$ cat config.mk
export PLATFORM = sky130hd
export DESIGN_NAME = uart_tx_fifo_reader
export DESIGN_NICKNAME = d
export VERILOG_FILES = /design/src/rtl/uart_pkg.sv /design/src/rtl/uart_tx_fifo_reader.sv
export SDC_FILE = /design/constraint.sdc
export NUM_CORES = 1
export LEC_CHECK = 0
export ABC_AREA = 1
export BUFFER_PORTS_ARGS = -buffer_cell sky130_fd_sc_hd__buf_4
export CORE_ASPECT_RATIO = 0.7
export CORE_MARGIN = 3
export CORE_UTILIZATION = 55
export CTS_BUF_LIST = sky130_fd_sc_hd__clkbuf_8
export DETAILED_ROUTE_END_ITERATION = 8
export HOLD_SLACK_MARGIN = 0.1
export PLACE_DENSITY = 0.9
export SYNTH_ARGS = -nofsm -noshare
export SYNTH_HDL_FRONTEND = slang
export SYNTH_SLANG_ARGS = --single-unit
$ cat constraint.sdc
create_clock -name clk -period 1.6 [get_ports clk]
set_input_delay 0.16 -clock clk [delete_from_list [all_inputs] [get_ports clk]]
set_output_delay 0.16 -clock clk [all_outputs]
set_load 0.005 [all_outputs]
$ cat src/rtl/uart_pkg.sv
// Shared UART definitions: frame defaults and the TX reader state encoding.
package uart_pkg;

    localparam int UART_DATA_BITS  = 8;
    localparam int UART_OVERSAMPLE = 16;

    typedef enum logic [1:0] {
        ST_IDLE  = 2'd0,
        ST_START = 2'd1,
        ST_DATA  = 2'd2,
        ST_STOP  = 2'd3
    } uart_tx_state_e;

endpackage

$ cat src/rtl/uart_tx_fifo_reader.sv
// Pops bytes from the UART TX FIFO and serialises each as an 8N1 frame, LSB first,
// paced by an oversampled baud tick. The FSM state is exported on the state port.
module uart_tx_fifo_reader
    import uart_pkg::*;
#(
    parameter int DATA_BITS  = UART_DATA_BITS,
    parameter int OVERSAMPLE = UART_OVERSAMPLE
) (
    input  logic                 clk,
    input  logic                 rst,
    input  logic                 b_tick,
    input  logic                 fifo_empty,
    input  logic [DATA_BITS-1:0] fifo_rdata,
    output logic                 fifo_pop,
    output logic                 tx,
    output logic                 tx_busy,
    output logic                 tx_done,
    output logic [1:0]           state
);

    localparam int TW = (OVERSAMPLE > 1) ? $clog2(OVERSAMPLE) : 1;
    localparam int BW = (DATA_BITS > 1) ? $clog2(DATA_BITS) : 1;
    localparam logic [TW-1:0] TICK_LAST = TW'(OVERSAMPLE - 1);
    localparam logic [BW-1:0] BIT_LAST  = BW'(DATA_BITS - 1);

    uart_tx_state_e       fsm;
    logic [DATA_BITS-1:0] shift;
    logic [TW-1:0]        tick_cnt;
    logic [BW-1:0]        bit_cnt;
    logic                 tick_last;

    assign tick_last = b_tick && (tick_cnt == TICK_LAST);

    // Pop is combinational so the byte is latched in the same clock it is removed;
    // held low while reset is asserted so no byte is lost during reset.
    assign fifo_pop = (fsm == ST_IDLE) && !fifo_empty && !rst;
    assign tx_busy  = (fsm != ST_IDLE);
    assign state    = fsm;

    always_ff @(posedge clk or posedge rst) begin
        if (rst) begin
            fsm      <= ST_IDLE;
            shift    <= '0;
            tick_cnt <= '0;
            bit_cnt  <= '0;
            tx       <= 1'b1;
            tx_done  <= 1'b0;
        end else begin
            tx_done <= 1'b0;
            case (fsm)
                ST_IDLE: begin
                    tx       <= 1'b1;
                    tick_cnt <= '0;
                    bit_cnt  <= '0;
                    if (!fifo_empty) begin
                        shift <= fifo_rdata;
                        fsm   <= ST_START;
                    end
                end
                ST_START: begin
                    tx <= 1'b0;
                    if (tick_last) begin
                        tick_cnt <= '0;
                        bit_cnt  <= '0;
                        fsm      <= ST_DATA;
                    end else if (b_tick) begin
                        tick_cnt <= tick_cnt + 1'b1;
                    end
                end
                ST_DATA: begin
                    tx <= shift[0];
                    if (tick_last) begin
                        tick_cnt <= '0;
                        shift    <= shift >> 1;
                        if (bit_cnt == BIT_LAST) begin
                            fsm <= ST_STOP;
                        end else begin
                            bit_cnt <= bit_cnt + 1'b1;
                        end
                    end else if (b_tick) begin
                        tick_cnt <= tick_cnt + 1'b1;
                    end
                end
                ST_STOP: begin
                    tx <= 1'b1;
                    if (tick_last) begin
                        tick_cnt <= '0;
                        tx_done  <= 1'b1;
                        fsm      <= ST_IDLE;
                    end else if (b_tick) begin
                        tick_cnt <= tick_cnt + 1'b1;
                    end
                end
                default: begin
                    tx  <= 1'b1;
                    fsm <= ST_IDLE;
                end
            endcase
        end
    end

endmodule

* After elaboration in Yosys (flattened, before gate mapping)
Index checks and enable logic that the tools add are counted.
** Operators by class
- Eq/ne operators :: 12
- Reductions and logical operators :: 14
- Add/subtract/negate cells :: 2
- Multiplexer cells :: 19
** Operator list (number)
- 8-bit 2-to-1 mux :: 2
- 8-bit one-hot mux with 2 select lines :: 1
- 2-bit != test, second input constant :: 6
- 2-bit 2-to-1 mux :: 5
- 3-bit 2-to-1 mux :: 3
- 3-bit one-hot mux with 3 select lines :: 1
- 4-bit 2-to-1 mux :: 2
- 2-bit one-hot mux with 4 select lines :: 1
- 4-bit one-hot mux with 2 select lines :: 1
- 5-bit AND reduction :: 1
- 4-bit by 1-bit adder with 4-bit output, second input constant :: 1
- 2-bit equality test, second input constant :: 2
- 4-bit equality test, second input constant :: 1
- 4-bit AND reduction :: 1
- 2-bit nonzero test :: 2
- 3-bit by 1-bit adder with 3-bit output, second input constant :: 1
- 3-bit equality test, second input constant :: 1
- 1-bit logical AND :: 3
- 3-bit by 1-bit != test with 1-bit output, second input constant :: 1
- 1-bit one-hot mux with 3 select lines :: 1
- 3-bit AND reduction :: 1
- 3-bit nonzero test :: 1
- 3-bit OR reduction :: 1
- 2-bit by 1-bit equality test with 1-bit output, second input constant :: 1
- 4 further kinds :: 6
** Word-level totals
- Bits of input ports :: 12
- Output and inout port bits :: 6
- Register bits after elaboration :: 19

* Depth between registers and ports, before layout
Gate-level depths: netlist of run 1.
- Word-level depth :: 4
- Mapped depth :: 8
- Depth with buffers taken out :: 8

* Worst setup path after synthesis of run 1
Ideal clock, no wire load.
- Path type :: flip-flop to flip-flop
- From :: register fsm[0] (netlist: state[0])
- To :: register bit_cnt[0]
- Buffers on the path :: 0
- Slack :: 227 ps
- Data arrival time :: 1257 ps
- Cell stages (with the launch flop) :: 7
- Library setup time :: 117 ps
- Path through :: dfrtp_1 inv_1 ha_1 a21oi_1 nand2_1 nand2_1 nand2_1
** On the way
- Word-level cells in the longest chain between the ends :: 3
- Elaborated cells on any way between the ends :: 9
- Those cells by class :: 5 x eq/ne; 1 x mux; 3 x reduce/logical
** RTL lines
- start: declaration :: RTL line uart_tx_fifo_reader.sv:26 : uart_tx_state_e fsm;
- start signal: assignment :: RTL line uart_tx_fifo_reader.sv:42 : fsm <= ST_IDLE;
- start signal: assignment :: RTL line uart_tx_fifo_reader.sv:57 : fsm <= ST_START;
- start signal: assignment :: RTL line uart_tx_fifo_reader.sv:65 : fsm <= ST_DATA;
- 2-bit equality test, or another cell as far along :: RTL line uart_tx_fifo_reader.sv:50 : case (fsm)
- 2-bit != test (no line) / 3-bit nonzero test (equally long branches)
- 4-bit AND reduction (no line)
- end signal: assignment :: RTL line uart_tx_fifo_reader.sv:78 : bit_cnt <= bit_cnt + 1'b1;
- end: declaration :: RTL line uart_tx_fifo_reader.sv:29 : logic [BW-1:0] bit_cnt;
Parallel ways exist; a longest one is shown, timed or not.
A chain may end at the register's enable or synchronous reset.

* Worst setup path after layout of run 1
- From :: register fsm[1] (netlist: state[1])
- To :: output port fifo_pop
** On the way
- Word-level cells in the longest chain between the ends :: 3
** RTL lines
- 2-bit logical NOT :: RTL line uart_tx_fifo_reader.sv:36 : assign fifo_pop = (fsm == ST_IDLE) && !fifo_empty && !rst;
- 1-bit logical AND (2 in series) :: RTL line uart_tx_fifo_reader.sv:36
- end: declaration :: RTL line uart_tx_fifo_reader.sv:14 : output logic fifo_pop,
Every way passes these cells.

==> results of run 1 <==
==> worst paths after layout <==
kind | startpoint | end | slack, ns | cells past startpoint
worst max-delay path | state[1]$_DFFE_PP0P_ | fifo_pop | 0.07 | 5
worst min-delay path | fifo_rdata[7] | shift[7]$_DFFE_PP0P_ | 0.16 | 3
worst max register to register | state[0]$_DFFE_PP0P_ | shift[0]$_DFFE_PP0P_ | 0.10 | 7
worst min register to register | shift[3]$_DFFE_PP0P_ | shift[3]$_DFFE_PP0P_ | 0.48 | 2
max in group asynchronous | rst | tx$_DFF_PP1_ | 0.84 | 4
min in group asynchronous | rst | shift[6]$_DFFE_PP0P_ | 0.50 | 4
==> critical path, cell delays in order, from the launching register on <==
cell     delay, ns
dfrtp_2       0.46
inv_2         0.10
ha_2          0.22
inv_1         0.07
nor3_1        0.13
buf_4         0.14
==> synthesized netlist by cell type <==
| cell type | count |
|---|---|
| buf_4 | 1 |
| dfrtp_1 | 18 |
| nand3_1 | 14 |
| nand4_1 | 2 |
| a21oi_1 | 4 |
| o21ai_0 | 3 |
| buf_6 | 1 |
| nand2_1 | 64 |
| nor2_8 | 1 |
| ha_1 | 10 |
| nand2_2 | 3 |
| nor3_1 | 1 |
| inv_1 | 12 |
| nand2_4 | 1 |
| or2_2 | 1 |
| inv_2 | 4 |
| nor2_2 | 1 |
| nor2_1 | 7 |
| dfstp_2 | 1 |
==> repair_timing <==
item                                    4_1_cts  5_1_grt
endpoints found under the setup margin        1        9
hold endpoints to repair                     18        0
hold buffers                                  1        0
gates resized for setup                       1        5
==> stage by stage <==
stage	TNS [ns]	instance area [um2]
after floorplan	0	1130
after global placement	0	1290
after detailed placement	0	1290
after CTS	0	1350
after global routing	-0.0399	1360
final	0	1360
==> flip-flops by register name, indices dropped and copies added (netlist names) <==
signal and cells:
shift 8, tick_cnt 4, bit_cnt 3, state 2, tx 1, tx_done 1
==> cell type report <==
class,count,area [um2]
Fill cell,140,543
Timing Repair Buffer,21,160
Clock buffer,3,41.3
Inverter,16,62.6
Clock inverter,1,5.00
Tap cell,22,27.5
Sequential cell,19,478
Multi-Input combinational cell,112,586
==> layer usage <==
metal  part of all wire, %  global-route usage [%]
met2                    50                    36.9
met3                   6.2                    6.55
met1                    43                    29.2
met5                     0                       0
met4                  0.62                    6.19
==> logic make-up after synthesis <==
group / count (synthesis) / synth area share (%)
flip-flops: 19 / 42.1
AND/OR/NAND/NOR: 95 / 36.8
adder cells (fa/ha/maj): 10 / 11.0
buffers and inverters: 18 / 6.96
AO/OA/AOI/OAI: 7 / 3.09
==> cell usage in the layout (no fill, tap or decap), drive strengths merged <==
cell type,count
nand4,2
or2,1
nand3,14
nor2,9
clkinv,1
o21ai,3
ha,10
dfstp,1
dlygate4sd3,1
nand2,68
nor3,1
a21oi,4
clkbuf,3
inv,16
dfrtp,18
buf,20
==> where the power goes <==
part | leakage [nW] | switching [mW] | internal [mW]
logic | 0.527 | 0.843 | 0.513
clock network | 0.0255 | 0.168 | 0.173
registers | 0.242 | 0.147 | 0.686
==> metrics.csv, run 1 <==
metric,value,unit
vias per inst,5.34,
DPL Wire Length,1790,um
post-layout min period,1.53,ns
clock slew at reported path FFs,0.07,ns
full die area,2650,um2
Clock Tree Root,clkbuf_8,
maximum clock insertion buffer count,2,
largest net degree at the start of global routing,20,
"worst slack, placed",0.0962,ns
Final period util,95.7,%
postcts setup bufs,0,
Final Hold Vio Count,0,
DIE HEIGHT,44.0,um
Critical Path End Type,primary output,
TritonCTS clock tree,yes,
initial antenna violation count,0,
Hold WC Path Type,in -> reg,
# H-tree levels,1,
Avg Inst Size Synth,7.60,um2
flop and latch count out of synthesis,19,
DRT iter0 DRCs,55,
Area contributors post-synth,"dfrtp_1 (40%), nand2_1 (21%), ha_1 (11%), nand3_1 (6.2%), inv_1 (4.0%)",
antenna-violating nets left,0,
pwr/cell area,1860,nW/um2
CP Data Arrival Time,1.37,ns
final slew viol count,0,
Worst Skew,0.00497,ns
fmax,653,MHz
leakage power,0.794,nW
final setup vio count,0,
Avg WL per Cell,13.3,um
Die W,60.2,um
Initial Utilization,59.5,%
I/O Buffers,17,
Crit Path Class,reg -> out,
total power,2.53,mW
Cells after DPL,189,
Synth area leader,dfrtp_1,
post-synthesis sequential area ratio,42.1,%
WHS,0.165,ns
cell count after synthesis,149,
post-synthesis cell type count,19,
Netlist Area Pre-Place,1130,um2
Inserted Clock Buffers,3,
utilization after layout,71.5,%
Layout area overhead,20.1,%
first-pass GRT wire length,4440,um
n_diodes,0,
Rows,13,
CP required,1.44,ns
pin slew with the least headroom to its limit,0.242,ns
Worst VDD drop,1.26,mV
share of post-route cells with drive strength above 1,23.8,%
worst setup slack after layout,0.0684,ns
YS warnings,0,
# DRC,0,
Max Cap Viol,0,
gpl congestion,0.808,
Layout Nets,195,
outcome,"finished, final reports clean",
vias in the first global route,993,
"Net Count, Synth",171,
final WL,2590,um
Yosys top cell area share,39.8,%
vias,1035,
Max Fanout on Critical Path,6,
DR pass1 iterations,4,
"Clk Latency, worst-skew pair",0.26,ns
I/O pin total,18,
max_slew headroom,83.8,%
gr usage total,22.6,%
Layout Cells excl Fill,194,
Critical Path Source Type,flip-flop,
core footprint,1900,um2
clk sinks,19,
global route total overflow,0,
No activity file was read; power rests on OpenSTA's default activity.
==> run 2: changes to the inputs <==
--- a/config.mk
+++ b/config.mk
@@ -10,7 +10,7 @@
 export CORE_ASPECT_RATIO = 0.7
 export CORE_MARGIN = 3
 export CORE_UTILIZATION = 55
-export CTS_BUF_LIST = sky130_fd_sc_hd__clkbuf_8
+export CTS_BUF_LIST = sky130_fd_sc_hd__clkbuf_4 sky130_fd_sc_hd__clkbuf_8
 export DETAILED_ROUTE_END_ITERATION = 8
 export HOLD_SLACK_MARGIN = 0.1
 export PLACE_DENSITY = 0.9
==> run 2 against run 1 <==
Sequential cell count is the same. Sequential share of layout area shrank 0.42 points. Critical path type unchanged. Clock power shrank 27%. Register-to-register slack gained 0.05 ns. Power grew 0.97%. Setup slack lost 0.024 ns. Highest routed layer unchanged. Largest cell class unchanged.
==> metrics.csv, run 2 (same netlist as run 1, synthesis figures left out) <==
metric,value,unit,change
gpl congestion,0.808,,unchanged
global route total overflow,0,,unchanged
DR pass1 iterations,4,,unchanged
leakage power,0.799,nW,+0.62%
I/O pin total,18,,unchanged
final setup vio count,0,,unchanged
"commonest non-fill, non-tap cell in the layout",nand2_1,,
Inserted Clock Buffers,3,,unchanged
# DRC,0,,unchanged
hold path startpoint,fifo_rdata[7],,
max_slew headroom,83.9,%,about the same
Max Cap Viol,0,,unchanged
pwr/cell area,1860,nW/um2,-0.23%
Critical Path Max Stage Delay,0.48,ns,+0.02 ns
pin slew with the least headroom to its limit,0.242,ns,-0.0000553 ns
Final Hold Vio Count,0,,unchanged
flop-to-flop setup slack,0.15,ns,+0.05 ns
max FFs per register,8,,unchanged
Layout area overhead,21.5,%,
CP Capture Point,fifo_pop,,
DRT iter0 DRCs,60,,+9.1%
Layout Nets,197,,+1.0%
fmax,643,MHz,-1.5%
gr usage total,22.1,%,-0.50 points
"Clk Latency, worst-skew pair",0.30,ns,+0.04 ns
vias per inst,5.41,,+1.4%
total power,2.55,mW,+0.97%
I/O Buffers,17,,unchanged
DPL Wire Length,1790,um,unchanged
Hold WC Path Type,in -> reg,,
Worst Skew,0.00271,ns,-0.00226 ns
Buf/Inv on CP,3,,unchanged
CP required,1.44,ns,about the same
Clock Tree Root,clkbuf_4,,
Critical Path Source Type,flip-flop,,
Critical Path Start,state[1]$_DFFE_PP0P_,,
Sum Neg Setup Slack,0,ns,unchanged
cells on worst reg2reg path,5,,-2
Rows,13,,unchanged
crit-path cells,"inv_2, ha_4, inv_1, nor3_1, buf_4",,
largest net degree at the start of global routing,20,,unchanged
final slew viol count,0,,unchanged
full die area,2650,um2,unchanged
Placed Area,1290,um2,unchanged
antenna-violating nets left,0,,unchanged
maximum clock insertion buffer count,2,,unchanged
critical path's slowest cell,dfrtp_2,,
core footprint,1900,um2,unchanged
Crit path max-delay family,flip-flops,,
first-pass GRT wire length,4360,um,-1.7%
CP Data Arrival Time,1.40,ns,+0.03 ns
Largest regs,"shift: 8 flops, tick_cnt: 4 flops, bit_cnt: 3 flops",,
Max Fanout on Critical Path,6,,unchanged
"commonest non-fill, non-tap cells in the layout","nand2_1 (64), buf_4 (22), dfrtp_1 (17)",,
clock slew at reported path FFs,0.11,ns,+0.04 ns
post-route cell area,1380,um2,+1.2%
Initial Utilization,59.5,%,unchanged
post-layout min period,1.56,ns,+0.0241 ns
Crit Path Class,reg -> out,,
TritonCTS clock tree,yes,,
outcome,"finished, final reports clean",,
# H-tree levels,1,,unchanged
R2R Path Start,state[1]$_DFFE_PP0P_,,
Reg with most FFs,shift,,
vias,1060,,+2.4%
vias in the first global route,980,,-1.3%
initial antenna violation count,0,,unchanged
Avg WL per Cell,13.9,um,+4.3%
"worst slack, placed",0.0962,ns,unchanged
worst setup slack after layout,0.0444,ns,-0.0241 ns
WHS,0.117,ns,-0.0476 ns
Levels on crit path,5,,unchanged
share of post-route cells with drive strength above 1,25.3,%,+1.5 points
final WL,2730,um,+5.4%
reg2reg end,tick_cnt[1]$_DFFE_PP0P_,,
clk sinks,19,,unchanged
Worst VDD drop,1.29,mV,+1.8%
DIE HEIGHT,44.0,um,unchanged
n_diodes,0,,unchanged
Die W,60.2,um,unchanged
Critical Path End Type,primary output,,
Final period util,97.2,%,+1.5 points
==> run 2: cell count changes in the layout (fill, tap and decap cells not counted) <==
cell / delta
clkbuf_4: +3
ha_4: +2
ha_2: -2
inv_1: -1
buf_4: +2
inv_2: +1
clkbuf_8: -3
==> run 2: per-layer routing <==
metal | track usage [%] | vias up | share of wire [%]
met4 | 4.87 | 0 | 1.4
met1 | 29.2 | 496 | 44
li1 | - | 513 | -
met5 | 0 | - | 0
met2 | 35.8 | 45 | 49
met3 | 6.55 | 6 | 5.9
==> run 2: how the worst min path moves through the flow <==
stage,end,slack [ns],depth (start not counted)
2_1_floorplan,bit_cnt[0]$_DFFE_PP0P_,0.11,1
3_3_place_gp,shift[7]$_DFFE_PP0P_,0.21,3
3_5_place_dp,shift[0]$_DFFE_PP0P_,0.22,3
4_1_cts,shift[7]$_DFFE_PP0P_,0.11,3
6_report,shift[7]$_DFFE_PP0P_,0.12,3
5_1_grt,shift[7]$_DFFE_PP0P_,0.12,3
==> run 2: layout make-up <==
class | count | area (um2)
multi-input combinational | 112 | 606
fill | 132 | 527
sequential | 19 | 478
timing repair buffer | 23 | 175
inverter | 16 | 62.6
tap | 22 | 27.5
clock buffer | 3 | 22.5
clock inverter | 1 | 5.00
==> run 2: worst reg2reg max path, stage by stage (launching register included) <==
cell     delay, ns
dfrtp_2       0.46
inv_2         0.10
ha_1          0.22
or2_2         0.35
nor2_1        0.15
a21oi_1       0.07
==> run 2: repair_timing <==
action / CTS / global route
endpoints found under the setup margin: 1 / 9
endpoints found under the hold margin: 18 / 0
setup buffers: 0 / 2
hold buffers: 1 / 0
gates resized for setup: 3 / 6
pin swaps: 0 / 0
==> run 2: power by group <==
part           switching, mW  internal (mW)  leakage (nW)
Clock                  0.155         0.0934        0.0177
Sequential             0.154          0.684         0.242
Combinational          0.889          0.578         0.540
Total                   1.20           1.36         0.799
==> run 2: per-stage QoR <==
stage / std cells / utilization (%)
2_1_floorplan: 149 / -
3_3_place_gp: 189 / 67.9
3_5_place_dp: 189 / 67.9
4_1_cts: 194 / 70.0
5_1_grt: 196 / 72.3
6_report: 196 / 72.3
==> run 3: changes to the inputs <==
--- a/config.mk
+++ b/config.mk
@@ -5,7 +5,6 @@
 export SDC_FILE = /design/constraint.sdc
 export NUM_CORES = 1
 export LEC_CHECK = 0
-export ABC_AREA = 1
 export BUFFER_PORTS_ARGS = -buffer_cell sky130_fd_sc_hd__buf_4
 export CORE_ASPECT_RATIO = 0.7
 export CORE_MARGIN = 3
==> run 3 against run 2 <==
Setup slack worse by 0.042 ns. Sequential cell count stayed put. Cell count is 12% lower. Count of clock-buffer cells in the layout is 1 higher. Synthesized area is 2.7% higher.
==> metrics.csv, run 3 <==
metric,value,unit,change
Critical Path Max Stage Delay,0.47,ns,about the same
gr usage total,24.7,%,+2.6 points
crit-path cells,"inv_2, ha_4, inv_1, nor3_2, buf_4",,
Post-synth top flop,dfrtp_1,,
Area contributors post-synth,"dfrtp_1 (39%), ha_1 (11%), a21oi_1 (4.3%), nor2_1 (3.9%), a41o_1 (3.4%)",,
maximum clock insertion buffer count,2,,unchanged
DIE HEIGHT,44.5,um,+1.1%
CP required,1.44,ns,about the same
cells on worst reg2reg path,6,,+1
pin slew with the least headroom to its limit,0.365,ns,+0.122 ns
Max Fanout on Critical Path,7,,+1
gpl congestion,0.858,,+6.1%
YS warnings,0,,unchanged
Initial Utilization,60.6,%,+1.1 points
pwr/cell area,1720,nW/um2,-7.5%
# DRC,0,,unchanged
area of the multi-input gates,687,um2,+13%
max_slew headroom,75.4,%,-8.5 points
clock slew at reported path FFs,0.10,ns,about the same
R2R Path Start,state[1]$_DFFE_PP0P_,,
flop and latch count out of synthesis,19,,unchanged
FF/Latch Area,478,um2,unchanged
worst hold stages,3,,unchanged
Hold WC Path Type,in -> reg,,
ys async rst share,100,%,unchanged
utilization after layout,79.2,%,+6.9 points
"commonest non-fill, non-tap cells in the layout","buf_4 (33), dfrtp_1 (17), nor2_1 (12)",,
Worst Skew,0.00148,ns,-0.00123 ns
flop-to-flop setup slack,0.02,ns,-0.13 ns
total power,2.61,mW,+2.2%
Clock Tree Root,clkbuf_4,,
fillers,130,,-1.5%
Crit Path Class,reg -> out,,
post-synthesis cell type count,36,,+17
"Net Count, Synth",140,,-18%
Netlist Area Pre-Place,1160,um2,+2.7%
Final Hold Vio Count,0,,unchanged
Critical Path End Type,primary output,,
Yosys top cell area share,38.8,%,-1.0 points
post-layout min period,1.60,ns,+0.0419 ns
leakage power,0.720,nW,-9.9%
Crit path max-delay family,flip-flops,,
vias per inst,6.20,,+15%
Critical Path Source Type,flip-flop,,
outcome,"finished, final reports clean",,
Avg Inst Size Synth,9.85,um2,+30%
Synth area leader,dfrtp_1,,
CP Data Arrival Time,1.44,ns,+0.04 ns
I/O Buffers,17,,unchanged
core footprint,1920,um2,+0.85%
DR pass1 iterations,4,,unchanged
fmax,626,MHz,-2.6%
antenna-violating nets left,0,,unchanged
hold path startpoint,fifo_rdata[1],,
global route total overflow,0,,unchanged
Largest regs,"shift: 8 flops, tick_cnt: 4 flops, bit_cnt: 3 flops",,
initial antenna violation count,0,,unchanged
Avg WL per Cell,17.1,um,+23%
# H-tree levels,1,,unchanged
vias,1072,,+1.1%
cell count after synthesis,118,,-21%
Max Cap Viol,0,,unchanged
Layout Nets,174,,-12%
WHS,0.138,ns,+0.0204 ns
clk sinks,19,,unchanged
Worst VDD drop,1.16,mV,-9.6%
reg2reg end,state[1]$_DFFE_PP0P_,,
DPL Wire Length,2110,um,+18%
first-pass GRT wire length,4800,um,+10%
final WL,2970,um,+8.7%
"count leader, synth",dfrtp_1,,
"Clk Latency, worst-skew pair",0.30,ns,about the same
"top cells by count, synth","dfrtp_1 (18), nor2_1 (12), a21oi_1 (10), ha_1 (10), inv_1 (8)",,
Final period util,99.8,%,+2.6 points
Inserted Clock Buffers,3,,unchanged
critical path's slowest cell,dfrtp_2,,
TritonCTS clock tree,yes,,
Layout area overhead,30.8,%,
Reg with most FFs,shift,,
final slew viol count,0,,unchanged
DRT iter0 DRCs,89,,+48%
Buf/Inv on CP,3,,unchanged
share of post-route cells with drive strength above 1,37.7,%,+12 points
Die W,60.9,um,+1.2%
Hold Path End,shift[1]$_DFFE_PP0P_,,
vias in the first global route,1044,,+6.5%
post-synthesis sequential area ratio,41.0,%,-1.1 points
I/O pin total,18,,unchanged
Rows,13,,unchanged
"commonest non-fill, non-tap cell in the layout",buf_4,,
final setup vio count,0,,unchanged
full die area,2710,um2,+2.3%
largest net degree at the start of global routing,20,,unchanged
n_diodes,0,,unchanged
max FFs per register,8,,unchanged
"EDFF count, synth",0,,unchanged
run 3: cell types whose count changed in the layout (fill, tap and decap cells not counted), sizes merged, moves of 4 or more:
cell and change:
a211oi +5, o41ai +4, inv -8, buf +11
a41o +4, nand3 -14, nand2 -62, a21oi +6
run 3: cells by family (layout without fill, tap and decap cells):
| family | after synthesis | count (layout) | synth area share, % |
|---|---|---|---|
| AO/OA/AOI/OAI | 38 | 38 | 23.8 |
| AND/OR/NAND/NOR | 32 | 32 | 14.4 |
| flip-flops | 19 | 19 | 41.0 |
| buffers and inverters | 14 | 47 | 5.60 |
| adder cells (fa/ha/maj) | 10 | 10 | 10.8 |
| multiplexers | 4 | 4 | 3.66 |
| XOR/XNOR | 1 | 1 | 0.754 |
run 3: how the worst max path moves through the flow:
| stage | from | end | slack [ns] | depth (start not counted) |
|---|---|---|---|---|
| floorplan | tick_cnt[1]$_DFFE_PP0P_ | state[1]$_DFFE_PP0P_ | -0.05 | 6 |
| global placement | state[1]$_DFFE_PP0P_ | shift[4]$_DFFE_PP0P_ | 0.02 | 5 |
| detailed placement | state[1]$_DFFE_PP0P_ | shift[2]$_DFFE_PP0P_ | -0.06 | 5 |
| CTS | bit_cnt[0]$_DFFE_PP0P_ | state[1]$_DFFE_PP0P_ | -0.03 | 5 |
| global route | state[1]$_DFFE_PP0P_ | fifo_pop | -0.06 | 5 |
| finish | state[1]$_DFFE_PP0P_ | fifo_pop | 0.002 | 5 |
run 3: where the power goes:
group / switching [mW] / internal [mW] / leakage, nW
registers: 0.132 / 0.658 / 0.231
clock network: 0.147 / 0.114 / 0.0184
logic: 0.804 / 0.756 / 0.471
total: 1.08 / 1.53 / 0.720
run 3: cell type report:
cell class	instances	share of cell area (%)
Clock buffer	4	1.98
Inverter	8	1.98
Multi-Input combinational cell	85	45.2
Sequential cell	19	31.4
Tap cell	22	1.81
Timing Repair Buffer	35	17.6
run 3: metrics by stage:
stage	instance area [um2]	setup WS [ns]	TNS [ns]	std cells
finish	1520	0.00249	0	173
global route	1520	-0.0559	-0.0888	173
CTS	1450	-0.0309	-0.148	172
detailed placement	1400	-0.0640	-0.219	166
global placement	1400	0.0224	0	166
floorplan	1170	-0.0489	-0.0489	118
run 3: worst min-delay path, cell delays in order:
cell      delay, ns
buf_4          0.11
nor2_1         0.09
a211oi_1       0.05
run 3: layer usage:
metal | track usage [%] | routed length (um) | share of wire, %
met3 | 7.87 | 175 | 5.9
met2 | 38.2 | 1410 | 47
met1 | 31.6 | 1310 | 44
met4 | 10.8 | 77 | 2.6
met5 | 0 | 0 | 0
run 3: repair_timing:
item / in CTS / in global routing
setup endpoints to repair: 7 / 12
hold buffers: 2 / 0
pin swaps: 0 / 2
endpoints found under the hold margin: 19 / 0
resized for setup: 1 / 16
setup buffers: 0 / 1
